<file path="src/rtl/interrupt_controller_pkg.sv">
// Shared register addresses, FSM encoding and default sizing for the
// interrupt controller.
package interrupt_controller_pkg;

   localparam logic [31:0] ADDR_STATUS = 32'hffff_0080;
   localparam logic [31:0] ADDR_MASK   = 32'hffff_0084;
   localparam logic [31:0] ADDR_ACK    = 32'hffff_0088;
   localparam logic [31:0] ADDR_ID     = 32'hffff_008c;

   localparam int DEF_NUM_SRC = 4;
   localparam int DEF_IDW     = 4;

   typedef enum logic {
      IDLE  = 1'b0,
      SERVE = 1'b1
   } state_t;

endpackage

</file>
<file path="src/rtl/interrupt_controller_prio_enc.sv">
// Lowest-index-first priority encoder: reports the smallest set bit of req.
module prio_enc #(
   parameter int NUM_SRC = 4,
   parameter int IDW     = 4
) (
   input  logic [NUM_SRC-1:0] req,
   output logic [IDW-1:0]     id,
   output logic               valid
);

   // Scan downward so the lowest set index is the last one written.
   always_comb begin
      id    = '0;
      valid = 1'b0;
      for (int i = NUM_SRC - 1; i >= 0; i--) begin
         if (req[i]) begin
            id    = IDW'(i);
            valid = 1'b1;
         end
      end
   end

endmodule

</file>
<file path="src/rtl/interrupt_controller.sv">
// Memory-mapped interrupt controller: edge-detected pending bits, software
// mask, lowest-index selection and a held Interrupt line released by ACK.
module interrupt_controller
   import interrupt_controller_pkg::*;
#(
   parameter int                 NUM_SRC    = DEF_NUM_SRC,
   parameter int                 IDW        = DEF_IDW,
   parameter logic [NUM_SRC-1:0] MASK_RESET = NUM_SRC'(1)
) (
   input  logic               clock,
   input  logic               reset,
   input  logic [NUM_SRC-1:0] irq_in,
   input  logic [31:0]        address,
   input  logic [31:0]        data,
   input  logic               MemRead,
   input  logic               MemWrite,
   output logic [31:0]        rdata,
   output logic               CtrlAddress,
   output logic               Interrupt,
   output logic [IDW-1:0]     int_id
);

   state_t             state, state_next;
   logic [IDW-1:0]     int_id_next;
   logic [NUM_SRC-1:0] pending, pending_next, irq_prev, mask;
   logic [NUM_SRC-1:0] rise, active;
   logic [IDW-1:0]     enc_id;
   logic               enc_valid;
   logic               sel_status, sel_mask, sel_ack, sel_id;
   logic               wr_status, wr_mask, wr_ack, ack_hit;
   logic               unused_data;

   assign sel_status  = (address == ADDR_STATUS);
   assign sel_mask    = (address == ADDR_MASK);
   assign sel_ack     = (address == ADDR_ACK);
   assign sel_id      = (address == ADDR_ID);
   assign CtrlAddress = sel_status | sel_mask | sel_ack | sel_id;

   assign wr_status = MemWrite & sel_status;
   assign wr_mask   = MemWrite & sel_mask;
   assign wr_ack    = MemWrite & sel_ack;
   assign ack_hit   = wr_ack && (state == SERVE) && (data[IDW-1:0] == int_id);

   assign rise      = irq_in & ~irq_prev;
   assign active    = pending & mask;
   assign Interrupt = (state == SERVE);

   assign unused_data = ^data[31:NUM_SRC];

   prio_enc #(
      .NUM_SRC (NUM_SRC),
      .IDW     (IDW)
   ) u_prio_enc (
      .req   (active),
      .id    (enc_id),
      .valid (enc_valid)
   );

   // Clears are applied first so a fresh edge in the same cycle wins.
   always_comb begin
      pending_next = pending;
      if (wr_status)
         pending_next = pending_next & ~data[NUM_SRC-1:0];
      if (ack_hit) begin
         for (int i = 0; i < NUM_SRC; i++) begin
            if (IDW'(i) == int_id)
               pending_next[i] = 1'b0;
         end
      end
      pending_next = pending_next | rise;
   end

   always_ff @(posedge clock or negedge reset) begin
      if (!reset) begin
         pending  <= '0;
         irq_prev <= '0;
         mask     <= MASK_RESET;
      end else begin
         pending  <= pending_next;
         irq_prev <= irq_in;
         if (wr_mask)
            mask <= data[NUM_SRC-1:0];
      end
   end

   always_ff @(posedge clock or negedge reset) begin
      if (!reset) begin
         state  <= IDLE;
         int_id <= '0;
      end else begin
         state  <= state_next;
         int_id <= int_id_next;
      end
   end

   // int_id stays frozen for the whole service; only IDLE may reload it.
   always_comb begin
      state_next  = state;
      int_id_next = int_id;
      case (state)
         IDLE: begin
            if (enc_valid) begin
               state_next  = SERVE;
               int_id_next = enc_id;
            end
         end
         SERVE: begin
            if (ack_hit)
               state_next = IDLE;
         end
         default: state_next = IDLE;
      endcase
   end

   always_comb begin
      rdata = '0;
      if (MemRead) begin
         if (sel_status)
            rdata[NUM_SRC-1:0] = pending;
         if (sel_mask)
            rdata[NUM_SRC-1:0] = mask;
         if (sel_id) begin
            rdata[31]      = (state == SERVE);
            rdata[IDW-1:0] = int_id;
         end
      end
   end

endmodule

</file>
<file path="config.mk">
export PLATFORM = sky130hd
export DESIGN_NAME = interrupt_controller
export DESIGN_NICKNAME = d
export VERILOG_FILES = /design/src/rtl/interrupt_controller_pkg.sv /design/src/rtl/interrupt_controller_prio_enc.sv /design/src/rtl/interrupt_controller.sv
export SDC_FILE = /design/constraint.sdc
export NUM_CORES = 1
export LEC_CHECK = 0
export ABC_CLOCK_PERIOD_IN_PS = 2000
export BUFFER_PORTS_ARGS = -buffer_cell sky130_fd_sc_hd__buf_2
export CORE_MARGIN = 2
export CORE_UTILIZATION = 37
export CTS_BUF_LIST = sky130_fd_sc_hd__clkbuf_8 sky130_fd_sc_hd__clkbuf_16
export DETAILED_ROUTE_END_ITERATION = 10
export PLACE_DENSITY = 0.84
export SETUP_SLACK_MARGIN = 0.4
export SLEW_MARGIN = 20
export SYNTH_ARGS = -nofsm -noshare
export SYNTH_HDL_FRONTEND = slang
export SYNTH_SLANG_ARGS = --single-unit
</file>
<file path="constraint.sdc">
create_clock -name clock -period 2 [get_ports clock]
set_input_delay 0.2 -clock clock [delete_from_list [all_inputs] [get_ports clock]]
set_output_delay 0.2 -clock clock [all_outputs]
set_load 0.005 [all_outputs]
</file>
==> qor.yml <==
job:
  drv_cap: 0
floorplanning:
  io_pins: 110
  rows: 20
  core_area_mm2: 0.00303
  dieArea_mm2: 0.00364
  dieHeight_um: 60.3
  die_x_um: 60.3
  start_util: 0.388
sta:
  timing.setup.tns_ns: 0
  skew_ns: 0.00971
  report.final.slew_viol_count: 0
  setup_viol: 0
  fmax_mhz: 601
  fin_crit_sh: 0.832
  period_minus_slack_ns: 1.66
  rsz0062_at_grt: "yes"
  final_hold_viol_count: 0
synth:
  synth-edff-count: 0
  syn-instance-count: 127
  synth_seq_area_share: 0.321
  async_flop_share: 1.00
  synth_xor_area_frac: 0.0149
  syn_area_mm2: 0.00117
  synth_area_per_cell_um2: 9.24
  yosys.area_share.simple: 0.330
  ys_types: 35
  synth_adder_area_share: 0
  muxShareOfSynthArea: 0.0821
  synth_compound_area_frac: 0.0512
  synth_warnings: 0
  ys_seq_elements: 15
  synth_top_family_by_area: "simple AND/OR/NAND/NOR gates"
  synth-main-ff-cell: "dfrtp_1"
drt:
  first_pass_iters: 4
  ant_nets: 0
  wl_met2_um: 1610
  wl_per_cell_um: 13.0
  num_vias: 1128
  wl_met1_um: 1160
  top_layer: "met4"
  drt_iter0_drc: 47
  met3_length_um: 228
  avgViaCountPerCell: 4.86
  route.detailed.drc: 0
  wl_um: 3020
place:
  place_congestion: 0.910
  post-dp-hpwl_um: 2240
  io_buffer_count: 52
worst_setup_path:
  slowest_stage: "or4_4"
  crit_chain: "buf_6, nand4b_1, or4_4, nor2_4, and4bb_2, buf_2"
  crit_arrival_ns: 1.46
  worstSetupStartpointType: "input port"
  cp_data_required_time_ns: 1.80
  critPathKind: "in -> out"
  cp_max_fo: 6
  crit_path_end: "rdata[3]"
  end_kind: "primary output"
  cpPeakStageDelay_ns: 0.56
  r2r_slack_ns: 0.40
  r2r_cells: 4
  rr_startpoint: "int_id[0]"
  crit-reg2reg-capture: "Interrupt"
  startpoint: "address[1]"
power:
  total_power_w: 0.000674
  pwr-share-clk: 0.375
  peakVddDrop_uv: 260
  p_per_area_mw_per_mm2: 420
  p_leak_nw: 0.769
  p_seq_frac: 0.458
  internal_power_w: 0.000497
  p_sw_w: 0.000177
  switching_share: 0.263
  comb_power_share: 0.167
clock_tree:
  cts_num_sinks: 15
  worst_skew_pair.late_latency_ns: 0.26
  root_buffer: "clkbuf_8"
  htreeDepth: 1
  cts_tree: "done"
  clk_pin_slew_worst_paths_ns: 0.07
  clock_path_buffers: 2
  cts_buffers: 3
finish:
  fillers: 278
  layout-drive-gt1-share: 0.457
  syn2layout_area_growth_pct: 36.8
  multi_input_area_um2: 783
  seqCellArea_um2: 378
  finish.net_count: 261
  n_antenna_cell: 0
hold_path:
  hp-class: "in -> reg"
outcome:
  status: "complete, no violations"
global_routing:
  antenna_found_initial: 0
  track_usage: 0.154
  overflow: 0
  grt_pass1_wl_um: 4130
  grt_max_degree: 16
  grt_pass1_vias: 935
==> layout by cell type (no fill, tap or decap), types with 2 or more instances in the layout <==
master,synthesis,routed
buf_4,29,6
nor2b_1,4,4
mux2i_1,4,4
nor2_1,7,6
a21oi_1,2,2
nand2_1,5,5
nand4_1,7,7
nand3_1,3,3
and3_1,3,3
nand4b_1,3,3
o21ai_0,2,2
conb_1,1,29
mux2_4,0,3
and4bb_2,2,2
nor4b_2,1,2
buf_2,2,50
nor4_4,0,2
buf_6,0,3
clkbuf_8,0,3
mux2_2,5,2
nor3_1,5,5
a22oi_1,2,2
nor4_1,8,2
nor4_2,0,4
dfrtp_1,14,13
==> synth_stat cells, types with 3 or more instances <==
cell,count,area (um^2)
buf_4,29,218
dfrtp_1,14,350
nor4_1,8,50.1
nand4_1,7,43.8
nor2_1,7,26.3
mux2_2,5,56.3
nand2_1,5,18.8
nor3_1,5,25.0
mux2i_1,4,40.0
nor2b_1,4,25.0
and3_1,3,18.8
nand3_1,3,15.0
nand4b_1,3,26.3
nor4b_1,3,26.3
==> routing by layer <==
layer | vias up | track usage
li1 | 533 | -
met1 | 540 | 0.189
met2 | 53 | 0.270
met3 | 2 | 0.0260
met4 | 0 | 0.0571
met5 | - | 0
==> worst min path at each step <==
stage / from / endpoint / slack, ns / cells after the start
after CTS: irq_in[2] / irq_prev[2] / 0.07 / 1
after detailed placement: reset / irq_prev[2] / 0.12 / 1
final: irq_in[1] / irq_prev[1] / 0.06 / 1
after global routing: irq_in[1] / irq_prev[1] / 0.07 / 1
after global placement: reset / irq_prev[2] / 0.12 / 1
after floorplan: reset / Interrupt / -0.1 / 0
==> registers in the layout (all words and copies together) (netlist names) <==
| signal | cells |
|---|---|
| mask | 4 |
| Interrupt | 1 |
| irq_prev | 4 |
| pending | 4 |
| int_id | 2 |
==> stage by stage <==
| stage | instance area (um^2) | util | std cells | setup slack, ns | hold WS (ns) |
|---|---|---|---|---|---|
| final | 1610 | 0.530 | 232 | 0.336 | 0.0647 |
| after global placement | 1420 | 0.469 | 224 | 0.193 | 0.119 |
| after floorplan | 1310 | - | 155 | 0.348 | -0.0956 |
| after detailed placement | 1420 | 0.469 | 224 | 0.185 | 0.121 |
| after CTS | 1510 | 0.497 | 231 | 0.317 | 0.0661 |
| after global routing | 1610 | 0.530 | 232 | 0.291 | 0.0663 |
==> area by class of cell <==
| class | instances | share of cell area |
|---|---|---|
| inverter | 1 | 0.00234 |
| clock inverter | 1 | 0.00312 |
| sequential | 15 | 0.235 |
| clock buffer | 3 | 0.0257 |
| tap | 44 | 0.0343 |
| multi-input combinational | 108 | 0.488 |
| timing repair buffer | 60 | 0.211 |
==> timing repair <==
| item | in CTS | in global routing |
|---|---|---|
| buffers inserted | 2 | 1 |
| gates resized for setup | 3 | 16 |
| cloned | 0 | 0 |
| hold buffers | 1 | 0 |
| pin swaps | 7 | 5 |
| hold endpoints to repair | 14 | 0 |
| endpoints found under the setup margin | 6 | 14 |
==> power by group through the flow <==
stage	clock, W	combinational (W)	sequential, W
global placement	0	0.0000952	0.000314
CTS	0.000253	0.000101	0.000309
floorplan	0	0.0000814	0.000314
global route	0.000272	0.000126	0.000309
finish	0.000253	0.000112	0.000309
detailed placement	0	0.0000981	0.000314
==> worst max-delay path, delay by kind of cell <==
kind	cells	cell delay (ns)
AND/OR/NAND/NOR	4	1.07
buffers and inverters	2	0.19
==> kinds of logic after synthesis <==
kind of cell / Yosys count
simple gates: 59
buf+inv: 32
other cells: 1
xor+xnor: 2
mux: 9
flops: 15
compound gates: 9
(Power assumes the default switching activity.)
